## src/rtl/barrel_pkg.sv

```systemverilog
// Shared types and defaults for the barrel spawn scheduler.
package barrel_pkg;

  typedef enum logic [2:0] {
    S_IDLE      = 3'd0,
    S_REQ_RAND  = 3'd1,
    S_WAIT_RAND = 3'd2,
    S_COUNT     = 3'd3,
    S_SPAWN     = 3'd4,
    S_WAIT_SLOT = 3'd5
  } spawn_state_t;

  localparam int MIN_DELAY_DEFAULT  = 4;
  localparam int MAX_ACTIVE_DEFAULT = 3;

endpackage

```

## src/rtl/frame_down_counter.sv

```systemverilog
// Frame-paced down counter: loads a delay clamped up to MIN_DELAY,
// decrements on each frame pulse and flags expiry on the pulse that
// would take it from 1 to 0.
module frame_down_counter
  import barrel_pkg::*;
#(
  parameter int W         = 8,
  parameter int MIN_DELAY = MIN_DELAY_DEFAULT
) (
  input  logic         clk,
  input  logic         resetN,
  input  logic         load_i,
  input  logic [W-1:0] load_val_i,
  input  logic         clear_i,
  input  logic         count_en_i,
  input  logic         sof_i,
  output logic         expire_o
);

  localparam logic [W-1:0] MIN_V = W'(MIN_DELAY);
  localparam logic [W-1:0] ONE_V = W'(1);

  logic [W-1:0] cnt_q, cnt_d;

  // Clamp happens before the load so a counting value is never zero.
  always_comb begin
    cnt_d = cnt_q;
    if (clear_i)
      cnt_d = '0;
    else if (load_i)
      cnt_d = (load_val_i < MIN_V) ? MIN_V : load_val_i;
    else if (count_en_i && sof_i && cnt_q != '0)
      cnt_d = cnt_q - ONE_V;
  end

  // Delay register.
  always_ff @(posedge clk or negedge resetN) begin
    if (!resetN) cnt_q <= '0;
    else         cnt_q <= cnt_d;
  end

  assign expire_o = count_en_i && sof_i && (cnt_q == ONE_V);

endmodule

```

## src/rtl/barrel_spawn_timer.sv

```systemverilog
// Barrel spawn scheduler: asks the random generator for a frame delay,
// waits that many frames, then hands a spawn request to the object pool
// while keeping the live-barrel count under MAX_ACTIVE.
module barrel_spawn_timer
  import barrel_pkg::*;
#(
  parameter int RAND_BITS  = 8,
  parameter int MIN_DELAY  = MIN_DELAY_DEFAULT,
  parameter int MAX_ACTIVE = MAX_ACTIVE_DEFAULT,
  parameter int ACT_BITS   = 4
) (
  input  logic                 clk,
  input  logic                 resetN,
  input  logic                 startOfFrame,
  input  logic                 enable,
  input  logic [RAND_BITS-1:0] rand_val,
  output logic                 rand_rise,
  output logic                 spawn_req,
  input  logic                 spawn_ack,
  input  logic                 barrel_done,
  output logic [ACT_BITS-1:0]  active_cnt,
  output logic                 busy
);

  localparam logic [ACT_BITS-1:0] MAX_V = ACT_BITS'(MAX_ACTIVE);
  localparam logic [ACT_BITS-1:0] ONE_V = ACT_BITS'(1);

  spawn_state_t        state_q, state_d;
  logic [ACT_BITS-1:0] act_q, act_d;
  logic                rise_q, rise_d;
  logic                req_q, req_d;
  logic                busy_q, busy_d;
  logic                fire;
  logic                expire;

  // The handshake completes only while a request is actually outstanding.
  assign fire = (state_q == S_SPAWN) && spawn_ack;

  frame_down_counter #(
    .W         (RAND_BITS),
    .MIN_DELAY (MIN_DELAY)
  ) u_delay (
    .clk        (clk),
    .resetN     (resetN),
    .load_i     ((state_q == S_WAIT_RAND) && enable),
    .load_val_i (rand_val),
    .clear_i    (state_d == S_IDLE),
    .count_en_i (state_q == S_COUNT),
    .sof_i      (startOfFrame),
    .expire_o   (expire)
  );

  // Live count: spawn and destroy on the same clock cancel; both ends saturate.
  always_comb begin
    act_d = act_q;
    if (fire && barrel_done)
      act_d = act_q;
    else if (fire)
      act_d = (act_q >= MAX_V) ? MAX_V : act_q + ONE_V;
    else if (barrel_done && act_q != '0)
      act_d = act_q - ONE_V;
  end

  // State and live-count registers.
  always_ff @(posedge clk or negedge resetN) begin
    if (!resetN) begin
      state_q <= S_IDLE;
      act_q   <= '0;
    end else begin
      state_q <= state_d;
      act_q   <= act_d;
    end
  end

  // Next state; enable drop aborts everywhere except an open spawn request.
  always_comb begin
    state_d = state_q;
    unique case (state_q)
      S_IDLE:      if (enable) state_d = S_REQ_RAND;
      S_REQ_RAND:  state_d = enable ? S_WAIT_RAND : S_IDLE;
      S_WAIT_RAND: state_d = enable ? S_COUNT : S_IDLE;
      S_COUNT: begin
        if (!enable)     state_d = S_IDLE;
        else if (expire) state_d = S_SPAWN;
      end
      S_SPAWN: begin
        if (fire) begin
          if (!enable)             state_d = S_IDLE;
          else if (act_d == MAX_V) state_d = S_WAIT_SLOT;
          else                     state_d = S_REQ_RAND;
        end
      end
      S_WAIT_SLOT: begin
        if (!enable)           state_d = S_IDLE;
        else if (act_q < MAX_V) state_d = S_REQ_RAND;
      end
      default: state_d = S_IDLE;
    endcase
  end

  // Outputs decoded from the next state so the registered copies line up
  // with the state they describe; REQ_RAND never lasts two clocks, so
  // rand_rise can never be high twice in a row.
  always_comb begin
    rise_d = (state_d == S_REQ_RAND);
    req_d  = (state_d == S_SPAWN);
    busy_d = (state_d != S_IDLE);
  end

  // Output registers.
  always_ff @(posedge clk or negedge resetN) begin
    if (!resetN) begin
      rise_q <= 1'b0;
      req_q  <= 1'b0;
      busy_q <= 1'b0;
    end else begin
      rise_q <= rise_d;
      req_q  <= req_d;
      busy_q <= busy_d;
    end
  end

  assign rand_rise  = rise_q;
  assign spawn_req  = req_q;
  assign busy       = busy_q;
  assign active_cnt = act_q;

endmodule

```

## config.mk

```make
export PLATFORM = sky130hd
export DESIGN_NAME = barrel_spawn_timer
export DESIGN_NICKNAME = d
export VERILOG_FILES = /design/src/rtl/barrel_pkg.sv /design/src/rtl/frame_down_counter.sv /design/src/rtl/barrel_spawn_timer.sv
export SDC_FILE = /design/constraint.sdc
export NUM_CORES = 1
export LEC_CHECK = 0
export ABC_AREA = 1
export CAP_MARGIN = 40
export CORE_MARGIN = 10
export CORE_UTILIZATION = 61
export CTS_BUF_LIST = sky130_fd_sc_hd__clkbuf_8
export DETAILED_ROUTE_END_ITERATION = 16
export GPL_TIMING_DRIVEN = 0
export PLACE_DENSITY = 0.95
export SETUP_SLACK_MARGIN = 0.4
export SLEW_MARGIN = 30
export SYNTH_ARGS = -nofsm -noshare
export SYNTH_HDL_FRONTEND = slang
export SYNTH_HIERARCHICAL = 1
export SYNTH_SLANG_ARGS = --single-unit
```

## constraint.sdc

```tcl
create_clock -name clk -period 4.1 [get_ports clk]
set_input_delay 0.82 -clock clk [delete_from_list [all_inputs] [get_ports clk]]
set_output_delay 0.82 -clock clk [all_outputs]
set_load 0.02 [all_outputs]
```

=== Yosys cells after proc, flatten, opt, wreduce, memory -nomap -nowiden ===
Index checks and enable logic that the tools add are counted.

* Output and inout bits: 7
* Bits of input ports: 14
* Flip-flop bits (word level): 18
* Logic and storage cells: 53

* $lt $le $gt $ge: 3
* Add/subtract/negate cells: 3
* Reductions and logical operators: 13
* Muxes and demuxes: 19
* Equal/unequal tests: 9

{| class="wikitable"
|+ Operator list
! cell !! number
|-
| 8-bit two-way mux || 4
|-
| 3-bit two-way mux || 8
|-
| 3-bit case mux with 6 select lines || 1
|-
| 4-bit two-way mux || 4
|-
| 3-bit equality test, second input constant || 3
|-
| 8-bit by 1-bit equality test with 1-bit output, second input constant || 1
|-
| 8-bit by 3-bit less-than comparator with 1-bit output, second input constant || 1
|-
| 8-bit nonzero test || 1
|-
| 8-bit by 1-bit subtractor with 8-bit output, second input constant || 1
|-
| 1-bit logical AND || 7
|-
| 3-bit by 1-bit equality test with 1-bit output, second input constant || 2
|-
| 3-bit by 2-bit equality test with 1-bit output, second input constant || 2
|-
| 3-bit logical NOT || 2
|-
| 3-bit nonzero test || 2
|-
| 4-bit by 1-bit adder with 4-bit output, second input constant || 1
|-
| 4-bit by 2-bit equality test with 1-bit output, second input constant || 1
|-
| 4-bit by 2-bit greater-or-equal comparator with 1-bit output, second input constant || 1
|-
| 4-bit by 2-bit less-than comparator with 1-bit output, second input constant || 1
|-
| 2-bit two-way mux || 2
|-
| 4-bit nonzero test || 1
|-
| 4-bit by 1-bit subtractor with 4-bit output, second input constant || 1
|}

=== Depth between registers and ports, before layout ===
Gate-level depths: netlist (run 1).

* Word-level depth: 12
* Gate-level depth with buffers: 21
* Depth with buffers taken out: 20

=== By module ===
Netlist (run 1), hierarchy kept.

{| class="wikitable"
|+ Modules (own cells, without submodules)
! module !! cells each !! area each (sq um) !! seq. area each (sq um) !! times used
|-
| frame_down_counter || 109 || 772.0 || 200.2 || 1
|-
| barrel_spawn_timer || 99 || 759.5 || 250.2 || 1
|}

=== Worst setup path after synthesis (run 1) ===
Ideal clock, no wire load.

* Path kind: register to register
* Start: reg act_q[0] (netlist: active_cnt[0])
* End: reg u_delay.cnt_q[2]
* Path slack: 1666 ps
* Buffers on the path: 2
* Clock period less this slack: 2434 ps
* Data required time: 3985 ps
* Stages on the path, launching flop included: 21
* Arrival: 2318 ps
* Cells stage by stage: dfrtp_1 inv_1 ha_1 nand2_4 nand2_4 nor2_4 nand2_1 nand2_1 nand2_2 nor2_2 nand3_2 nand2_2 nand2_4 nand2_4 nor2_2 buf_2 nor2_4 nand2_4 buf_12 nand3b_4 nand2_2

* Word-level cells in the longest chain between the ends: 12
* Elaborated cells between the ends (all ways): 20

{| class="wikitable"
|+ Ends and longest elaborated chain
! item !! line !! text
|-
| from (decl) || barrel_spawn_timer.sv:29 || <nowiki>logic [ACT_BITS-1:0] act_q, act_d;</nowiki>
|-
| from (signal assigned) || barrel_spawn_timer.sv:71 || <nowiki>act_q <= act_d;</nowiki>
|-
| branches (longest 3 deep; another with 4-bit by 1-bit subtractor with 4-bit output) || n/a ||
|-
| 4-bit two-way mux (*) || barrel_spawn_timer.sv:58 || <nowiki>else if (fire)</nowiki>
|-
| 4-bit two-way mux (*) || barrel_spawn_timer.sv:56 || <nowiki>if (fire && barrel_done)</nowiki>
|-
| named net act_d[3] || barrel_spawn_timer.sv:29 ||
|-
| 4-bit by 2-bit equality test with 1-bit output (*) || barrel_spawn_timer.sv:89 || <nowiki>else if (act_d == MAX_V) state_d = S_WAIT_SLOT;</nowiki>
|-
| 3-bit two-way mux (*) || barrel_spawn_timer.sv:89 ||
|-
| 3-bit two-way mux (*) || barrel_spawn_timer.sv:88 || <nowiki>if (!enable) state_d = S_IDLE;</nowiki>
|-
| 3-bit two-way mux (*) || barrel_spawn_timer.sv:87 || <nowiki>if (fire) begin</nowiki>
|-
| 3-bit case mux with 6 select lines (*) || barrel_spawn_timer.sv:78 || <nowiki>unique case (state_q)</nowiki>
|-
| named net state_d[2] || barrel_spawn_timer.sv:28 || <nowiki>spawn_state_t state_q, state_d;</nowiki>
|-
| 3-bit logical NOT (*) || barrel_spawn_timer.sv:47 || <nowiki>.clear_i (state_d == S_IDLE),</nowiki>
|-
| 3-bit nonzero test (no source line) or 8-bit two-way mux (tied branches) || n/a ||
|-
| to (signal assigned) || frame_down_counter.sv:39 || <nowiki>else cnt_q <= cnt_d;</nowiki>
|-
| to (decl) || frame_down_counter.sv:23 || <nowiki>logic [W-1:0] cnt_q, cnt_d;</nowiki>
|}

Mark *: on every way through the listed nets, which the timed path passes.
A chain may end at the register's enable or synchronous reset.

=== Worst setup path after layout (run 1) ===
* Start: in barrel_done
* End: reg u_delay.cnt_q[2]

* Word-level cells in the longest chain between the ends: 11
* Elaborated cells between the ends (all ways): 13

{| class="wikitable"
|+ Ends and longest elaborated chain
! item !! line !! text
|-
| from (decl) || barrel_spawn_timer.sv:20 || <nowiki>input logic barrel_done,</nowiki>
|-
| 1-bit logical AND || barrel_spawn_timer.sv:60 || <nowiki>else if (barrel_done && act_q != '0)</nowiki>
|-
| 4-bit two-way mux || barrel_spawn_timer.sv:60 ||
|-
| 4-bit two-way mux || barrel_spawn_timer.sv:58 ||
|-
| 4-bit two-way mux (*) || barrel_spawn_timer.sv:56 ||
|-
| named net act_d[3] || barrel_spawn_timer.sv:29 ||
|-
| 4-bit by 2-bit equality test with 1-bit output (*) || barrel_spawn_timer.sv:89 ||
|-
| 3-bit two-way mux (*) || barrel_spawn_timer.sv:89 ||
|-
| 3-bit two-way mux (*) || barrel_spawn_timer.sv:88 ||
|-
| 3-bit two-way mux (*) || barrel_spawn_timer.sv:87 ||
|-
| 3-bit case mux with 6 select lines (*) || barrel_spawn_timer.sv:78 ||
|-
| named net state_d[2] || barrel_spawn_timer.sv:28 ||
|-
| 3-bit logical NOT (*) || barrel_spawn_timer.sv:47 ||
|-
| 3-bit nonzero test (no source line) or 8-bit two-way mux (tied branches) || n/a ||
|}

Mark *: on every way through the listed nets, which the timed path passes. The rest lies on a longest branch.

==> flow_summary.ini, run 1 <==
[sta]
hold_viol = 0
worstMarginPinSlew_ns = 0.522
fmaxAchievable_mhz = 336
setup_viol_count_final = 0
rsz0062_at_grt = false
hold_ws_ns = 0.567
maxSlewViolCount = 0
setup-tns-final_ns = 0
skew_ns = 0.00299
relSlewSlack = 0.651
period_minus_slack_ns = 2.98
period_share = 0.727

[critical_path]
crit_end = u_delay/cnt_q[2]
reg2reg_slack_ns = 1.52
worst_ep_required_time_ns = 4.25
end_kind = register
crit_type = input pin to register
r2r_start = active_cnt[0]
cp.arrival_ns = 3.13
cp_max_fo = 10
regToRegEndpoint = u_delay/cnt_q[2]
r2r_cells = 20
critical_path.startpoint = barrel_done
crit_path_start_kind = input pin

[yosys]
synth.distinct_cells = 31
synthFlopType = dfrtp_1
synthXorXnorAreaFrac = 0
synth_edf_count = 0
synth_compound_area_frac = 0.0899
synthArstFlopShare = 1.00
syn-num-nets = 228
synth_top_family_by_area = simple AND/OR/NAND/NOR gates
synth-adder-area-share = 0.0490
synth_seq_cells = 18
yosys.area_share.simple = 0.457
syn_area_um2 = 1530
ys_seq_area_frac = 0.294
synth.avg_cell_area_um2 = 7.36
synthMuxAreaShare = 0
syn_inst = 208
synth_area_leaders = dfrtp_1, nand2_1, nand3_1, inv_1, nand3_2
yosys.area.top_type_share = 0.294
yosys.area.top_type = dfrtp_1
yosysWarnings = 6

[clock_network]
clkLatencyLatePin_ns = 0.25
cts_setup_buffers = 0
cts_tree = done
clockBufferDepth = 2
cts_sinks = 18
cts_resized = 0
cts.clk_slew.worst_paths_ns = 0.07
h-tree-depth = 1
ctsRootBufferMaster = clkbuf_8
cts_buffers = 3
holdBufCountCts = 0

[grt]
met1_usage = 0.149
first_global_vias = 1370
met2_usage = 0.251
antenna_found_initial = 0
overflow = 0
grt_max_degree = 19
grt_util_met3 = 0.0268
grt.total_usage = 0.135
top_usage_layer = met2
grt_pass1_wl_mm = 5.75

[route]
vias_per_cell = 5.21
remaining_drc_errors = 0
drt-initial-drc-count = 74
drt_wl_total_mm = 3.24
post_drt_wl_per_cell_um = 12.3
num_vias = 1369
dr.pass1.iters = 4
ant_nets = 0

[layout]
antenna_cells = 0
final_layout_size_suffix_gt1_frac = 0.253
layout_common_cells = nand2_1, inv_1, nand3_1, clkdlybuf4s50_1, nor2_1
final_area_um2 = 1840
final_nets = 254
syn_to_final_growth_pct = 19.9
mostFrequentLayoutCell = nand2_1

[flow_run]
drv_cap = 0

[pwr]
ir_drop_uv = 487
power_frac_seq = 0.266
intPower_w = 0.000589
leakage_nw = 0.941
clockPowerShare = 0.129
swShare = 0.471
power_switching_w = 0.000525
p_per_area_nw_per_um2 = 607
combPwrFrac = 0.605

[die]
dieWidth_um = 70.1
dieArea_um2 = 4910
io_pins = 21
coreArea_um2 = 2430
rows = 18
dieHeight_um = 70.1
start_util = 0.630

[placement]
dp_hpwl_mm = 2.63
gp_congestion = 0.899
place_area_um2 = 1770
io_buffers = 20

[outcome]
outcome = finished clean

[hold_path]
hold_depth = 2
hold_path.class = register to register
==> worst min-delay path by stage <==
stage,from,to,slack (ns)
final,u_delay/cnt_q[5],u_delay/cnt_q[5],0.57
after global routing,u_delay/cnt_q[5],u_delay/cnt_q[5],0.60
after CTS,u_delay/cnt_q[5],u_delay/cnt_q[5],0.57
after detailed placement,u_delay/cnt_q[5],u_delay/cnt_q[5],0.56
after global placement,u_delay/cnt_q[7],u_delay/cnt_q[7],0.55
after floorplan,resetN,active_cnt[0],0.52
==> final cells by class <==
cell class,instances,area (um2)
buffer,3,32.5
sequential,18,450
timing repair buffer,21,211
multi-input combinational,151,912
inverter,36,136
fill,177,597
tap,30,37.5
clock buffer,4,55.1
==> stage by stage <==
| step | std cells | total power, W | setup WS (ns) | utilization |
|---|---|---|---|---|
| floorplan | 208 | 0.000805 | 1.67 | - |
| global placement | 258 | 0.000950 | 0.945 | 0.727 |
| detailed placement | 258 | 0.000973 | 0.832 | 0.727 |
| CTS | 262 | 0.00112 | 1.09 | 0.750 |
| global route | 263 | 0.00122 | 0.883 | 0.755 |
| finish | 263 | 0.00111 | 1.12 | 0.755 |
==> power groups by stage <==
stage | combinational (W) | sequential [W] | clock (W)
2_1_floorplan | 0.000487 | 0.000318 | 0
5_1_grt | 0.000760 | 0.000305 | 0.000153
4_1_cts | 0.000679 | 0.000296 | 0.000146
6_report | 0.000674 | 0.000296 | 0.000143
3_3_place_gp | 0.000654 | 0.000296 | 0
3_5_place_dp | 0.000675 | 0.000298 | 0
==> cells by family after synthesis <==
logic type,count (synthesis)
AND/OR/NAND/NOR,124
buffers and inverters,39
AO/OA/AOI/OAI,21
flip-flops,18
adder cells (fa/ha/maj),6
==> metal layers <==
metal	wire (um)	share of wire	vias up
li1	-	-	715
met1	1430	0.44	615
met2	1620	0.50	34
met3	147	0.045	5
met4	36	0.011	0
met5	0	0	-
==> state kept, by name (all words and copies together), names as in the netlist <==
signal / cells
rand_rise: 1
active_cnt: 4
u_delay/cnt_q: 8
state_q: 3
spawn_req: 1
busy: 1
==> synthesized netlist by cell type (all sizes together), types with 2 or more instances <==
library cell	instances
ha	6
nand2	57
dfrtp	18
o211ai	2
o21ai	11
nor3	2
inv	33
a21oi	6
nand3	30
nor2	29
nand3b	2
clkinv	2
buf	3
nand4	2
==> critical path: stages <==
cell	delay, ns
clkdlybuf4s50_1	0.56
inv_1	0.14
nand4_1	0.11
nand2_1	0.10
clkinvlp_2	0.08
nand2_1	0.07
nand2_2	0.07
nor2_2	0.12
nand3_2	0.07
nand2_2	0.08
nand2_4	0.07
nand2_4	0.07
nor2_2	0.03
buf_2	0.17
nor2_4	0.20
nand2_4	0.08
buf_12	0.15
nand3b_4	0.08
nand2_2	0.04
Power figures use the tool's default switching activity.
==> run 2, diff against run 1 <==
--- a/config.mk
+++ b/config.mk
@@ -8,11 +8,11 @@
 export ABC_AREA = 1
 export CAP_MARGIN = 40
 export CORE_MARGIN = 10
-export CORE_UTILIZATION = 61
+export CORE_UTILIZATION = 57
 export CTS_BUF_LIST = sky130_fd_sc_hd__clkbuf_8
 export DETAILED_ROUTE_END_ITERATION = 16
 export GPL_TIMING_DRIVEN = 0
-export PLACE_DENSITY = 0.95
+export PLACE_DENSITY = 0.9
 export SETUP_SLACK_MARGIN = 0.4
 export SLEW_MARGIN = 30
 export SYNTH_ARGS = -nofsm -noshare
==> constraint.sdc (replaced) <==
create_clock -name clk -period 2.86 [get_ports clk]
set_input_delay 0.572 -clock clk [delete_from_list [all_inputs] [get_ports clk]]
set_output_delay 0.572 -clock clk [all_outputs]
set_load 0.02 [all_outputs]
==> run 2 against run 1 <==
  * Register-to-register slack worse by 1.1 ns
  * Clock skew up 0.0023 ns
  * Non-clock buffer count is 16 higher
  * Global-route usage rose by 0.37 points
  * Cell area up 9.7%
  * Setup slack worse by 0.70 ns
  * Hold slack worse by 0.0093 ns
  * Largest power group unchanged
==> flow_summary.ini, run 2 (same netlist as run 1, synthesis figures left out) <==
[grt]
antenna_found_initial = 0
grt.total_usage = 0.139
first_global_vias = 1429
grt_max_degree = 19
overflow = 0
grt_pass1_wl_mm = 6.04

[sta]
hold_viol = 0
hold_ws_ns = 0.558
rsz0062_at_grt = false
relSlewSlack = 0.765
maxSlewViolCount = 0
worstMarginPinSlew_ns = 0.350
setup_viol_count_final = 0
skew_ns = 0.00530
period_share = 0.853
period_minus_slack_ns = 2.44
fmaxAchievable_mhz = 410

[layout]
final_nets = 270
final_area_um2 = 2010
layout_common_cells = nand2_1, nand3_1, inv_1, nor2_1, clkdlybuf4s50_1
final_layout_size_suffix_gt1_frac = 0.371
mostFrequentLayoutCell = nand2_1
syn_to_final_growth_pct = 31.5
largest_register_ffs = 8
regMostFlops = u_delay/cnt_q
antenna_cells = 0

[placement]
place_area_um2 = 1770
io_buffers = 20
gp_congestion = 0.828
dp_hpwl_mm = 2.61

[critical_path]
critical_path.startpoint = state_q[1]
crit_path_start_kind = register
r2r_start = state_q[1]
worst_ep_required_time_ns = 3.01
cp_max_fo = 6
end_kind = register
cp.arrival_ns = 2.59
crit_type = register to register

[clock_network]
cts_buffers = 3
cts_sinks = 18
h-tree-depth = 1
ctsRootBufferMaster = clkbuf_8
cts.clk_slew.worst_paths_ns = 0.07
clockBufferDepth = 2
clkLatencyLatePin_ns = 0.26
holdBufCountCts = 0
cts_tree = done

[route]
wl_met1_mm = 1.79
drt_wl_total_mm = 4.35
vias_per_cell = 5.63
ant_nets = 0
wl_met3_um = 274
post_drt_wl_per_cell_um = 15.6
drt-initial-drc-count = 126
remaining_drc_errors = 0
num_vias = 1565
top_layer = met4
wl_met2_mm = 2.13
dr.pass1.iters = 4

[flow_run]
drv_cap = 0

[pwr]
ir_drop_uv = 711
p_total_w = 0.00177
p_per_area_nw_per_um2 = 881
leakage_nw = 1.03

[die]
start_util = 0.607
dieArea_um2 = 5160
coreArea_um2 = 2520
dieHeight_um = 71.8
dieWidth_um = 71.8
rows = 18
io_pins = 21

[outcome]
outcome = finished clean

[hold_path]
hold_path.class = input pin to async pin
run 2: where the power goes:
group / leakage [nW] / internal [W] / switching (W) / total [W]
clock: 0.0216 / 0.0000937 / 0.0000841 / 0.000178
combinational: 0.776 / 0.000495 / 0.000684 / 0.00118
sequential: 0.229 / 0.000336 / 0.0000815 / 0.000418
total: 1.03 / 0.000924 / 0.000850 / 0.00177
run 2: per-stage QoR:
| stage | cells | util | TNS [ns] | worst slack, ns |
|---|---|---|---|---|
| 2_1_floorplan | 208 | - | 0 | 0.426 |
| 3_3_place_gp | 258 | 0.701 | -0.181 | -0.0375 |
| 3_5_place_dp | 258 | 0.701 | -1.10 | -0.169 |
| 4_1_cts | 264 | 0.732 | 0 | 0.405 |
| 5_1_grt | 278 | 0.799 | 0 | 0.256 |
| 6_report | 278 | 0.799 | 0 | 0.422 |
run 2: final cells by class:
| type | count | area, um2 |
|---|---|---|
| Multi-Input combinational cell | 151 | 963 |
| Fill cell | 158 | 508 |
| Sequential cell | 18 | 455 |
| Timing Repair Buffer | 37 | 342 |
| Inverter | 36 | 136 |
| Clock buffer | 3 | 41.3 |
| Buffer | 3 | 38.8 |
| Tap cell | 30 | 37.5 |
run 2: critical path, stage by stage (launching register included):
cell	delay, ns
dfrtp_2	0.42
nand2_1	0.16
nor2_1	0.18
nand2_2	0.11
nor2_4	0.12
inv_1	0.09
nor4_2	0.32
a31oi_2	0.12
nand2_4	0.11
nor2_2	0.05
buf_6	0.13
nor2_4	0.17
nand2_4	0.09
buf_12	0.14
nand3_2	0.08
nand2_2	0.05
run 2: per-layer routing:
metal / track usage / vias up
met5: 0 / -
met4: 0.0559 / 0
met3: 0.0386 / 19
met2: 0.243 / 77
met1: 0.154 / 726
li1: - / 743
run 2: what timing repair did:
item                                    in CTS  in global routing
gates cloned                                 0                  1
endpoints found under the setup margin       8                  8
pin swaps                                    3                 12
endpoints found under the hold margin        0                  0
buffers inserted                             3                 12
resized for setup                            7                 21
run 2: worst paths after layout:
path / endpoint / slack (ns) / cells after the start
hold reg to reg: u_delay/cnt_q[5] / 0.57 / 2
setup / recovery: u_delay/cnt_q[7] / 0.42 / 15
max in group asynchronous: state_q[0] / 1.89 / 2
setup reg to reg: u_delay/cnt_q[7] / 0.42 / 15
hold / removal: busy / 0.56 / 1
min in group clk: u_delay/cnt_q[5] / 0.57 / 2
==> run 3, diff against run 2 <==
--- a/config.mk
+++ b/config.mk
@@ -11,7 +11,9 @@
 export CORE_UTILIZATION = 57
 export CTS_BUF_LIST = sky130_fd_sc_hd__clkbuf_8
 export DETAILED_ROUTE_END_ITERATION = 16
+export GPL_ROUTABILITY_DRIVEN = 0
 export GPL_TIMING_DRIVEN = 0
+export MAX_ROUTING_LAYER = met4
 export PLACE_DENSITY = 0.9
 export SETUP_SLACK_MARGIN = 0.4
 export SLEW_MARGIN = 30
==> run 3 against run 2 <==
  * Setup slack worse by 0.023 ns
  * Clock skew is 0.00081 ns lower
  * Hold slack worse by 0.0020 ns
  * Clock power hardly changed
  * Register-to-register slack worse by 0.02 ns
==> flow_summary.ini, run 3 (same netlist as run 1, synthesis figures left out) <==
[layout]
layout_common_cells = nand2_1, nand3_1, inv_1, nor2_1, clkdlybuf4s50_1
final_layout_size_suffix_gt1_frac = 0.371
largest_register_ffs = 8
antenna_cells = 0
regMostFlops = u_delay/cnt_q
syn_to_final_growth_pct = 31.5
final_nets = 270
mostFrequentLayoutCell = nand2_1

[critical_path]
regToRegEndpoint = u_delay/cnt_q[7]
cp.arrival_ns = 2.61
reg2reg_slack_ns = 0.40
end_kind = register
r2r_cells = 15
cp_max_fo = 6
worst_ep_required_time_ns = 3.01
crit_path_start_kind = register
r2r_start = state_q[1]
crit_type = register to register

[die]
dieHeight_um = 71.8
coreArea_um2 = 2520
io_pins = 21
dieArea_um2 = 5160
start_util = 0.607
dieWidth_um = 71.8
rows = 18

[route]
remaining_drc_errors = 0
dr.pass1.iters = 5
vias_per_cell = 5.58
drt-initial-drc-count = 114
num_vias = 1550
drt_wl_total_mm = 4.33
ant_nets = 0
post_drt_wl_per_cell_um = 15.6

[clock_network]
cts_tree = done
h-tree-depth = 1
ctsRootBufferMaster = clkbuf_8
cts.clk_slew.worst_paths_ns = 0.07
cts_buffers = 3
clockBufferDepth = 2
clkLatencyLatePin_ns = 0.26
cts_sinks = 18

[sta]
fin_ws_ns = 0.399
fmaxAchievable_mhz = 406
maxSlewViolCount = 0
setup-tns-final_ns = 0
period_share = 0.860
period_minus_slack_ns = 2.46
hold_viol = 0
worstMarginPinSlew_ns = 0.341
skew_ns = 0.00450
setup_viol_count_final = 0
relSlewSlack = 0.771
rsz0062_at_grt = false

[pwr]
combPwrFrac = 0.664
power_frac_seq = 0.235
intPower_w = 0.000925
ir_drop_uv = 713
power_switching_w = 0.000850
swShare = 0.479
clockPowerShare = 0.101
p_per_area_nw_per_um2 = 881
leakage_nw = 1.03

[flow_run]
drv_cap = 0

[outcome]
outcome = finished clean

[grt]
grt_pass1_wl_mm = 6.05
grt.total_usage = 0.143
overflow = 0
first_global_vias = 1429
antenna_found_initial = 0
grt_max_degree = 19

[hold_path]
hold_path.class = input pin to async pin

[placement]
pre_cts_slack_ns = -0.169
io_buffers = 20
dp_hpwl_mm = 2.61
==> run 3: cell counts in the layout (fill, tap and decap cells not counted) <==
Identical to the previous run, type by type.
==> run 3: through the flow <==
stage | utilization | total power (W) | std cells | hold WS [ns] | area (um2)
after floorplan | - | 0.00115 | 208 | 0.276 | 1530
after global placement | 0.701 | 0.00137 | 258 | 0.551 | 1770
after detailed placement | 0.701 | 0.00139 | 258 | 0.560 | 1770
after CTS | 0.732 | 0.00160 | 264 | 0.569 | 1850
after global routing | 0.799 | 0.00190 | 278 | 0.579 | 2010
final | 0.799 | 0.00177 | 278 | 0.556 | 2010
==> run 3: critical path, stage by stage (launching register included) <==
cell	delay [ns]
dfrtp_2	0.43
nand2_1	0.16
nor2_1	0.18
nand2_2	0.11
nor2_4	0.12
inv_1	0.10
nor4_2	0.33
a31oi_2	0.12
nand2_4	0.11
nor2_2	0.05
buf_6	0.13
nor2_4	0.16
nand2_4	0.09
buf_12	0.14
nand3_2	0.08
nand2_2	0.05
==> run 3: power by group through the flow <==
| stage | registers (W) | clock network [W] | logic [W] |
|---|---|---|---|
| after floorplan | 0.000456 | 0 | 0.000699 |
| after global placement | 0.000426 | 0 | 0.000940 |
| after detailed placement | 0.000428 | 0 | 0.000967 |
| after CTS | 0.000412 | 0.000171 | 0.00102 |
| after global routing | 0.000424 | 0.000192 | 0.00129 |
| final | 0.000417 | 0.000179 | 0.00118 |
==> run 3: per-layer routing <==
layer / track usage / up-vias / share of wire
li1: - / 743 / -
met4: 0.0559 / 0 / 0.030
met1: 0.155 / 715 / 0.41
met3: 0.0372 / 19 / 0.060
met5: - / - / 0
met2: 0.243 / 73 / 0.50
==> run 3: worst max path at each step <==
| stage | startpoint | end | slack, ns | cells after the start |
|---|---|---|---|---|
| after floorplan | active_cnt[0] | u_delay/cnt_q[2] | 0.43 | 20 |
| after global placement | barrel_done | u_delay/cnt_q[2] | -0.04 | 19 |
| after detailed placement | barrel_done | u_delay/cnt_q[7] | -0.17 | 19 |
| after CTS | startOfFrame | u_delay/cnt_q[7] | 0.41 | 14 |
| after global routing | state_q[1] | u_delay/cnt_q[7] | 0.26 | 15 |
| final | state_q[1] | u_delay/cnt_q[7] | 0.40 | 15 |
==> run 3: area by class of cell <==
cell class / count / area, um2
plain buffers: 3 / 38.8
clock buffers: 3 / 41.3
fillers: 158 / 508
inverters: 36 / 136
multi-input cells: 151 / 963
flip-flops and latches: 18 / 455
well taps: 30 / 37.5
repair buffers: 37 / 342
==> run 3: what timing repair did <==
item	CTS	global route
buffers inserted	3	12
resized for setup	7	21
endpoints found under the setup margin	8	8
gates cloned	0	1
pin swaps	3	12
hold buffers	0	0
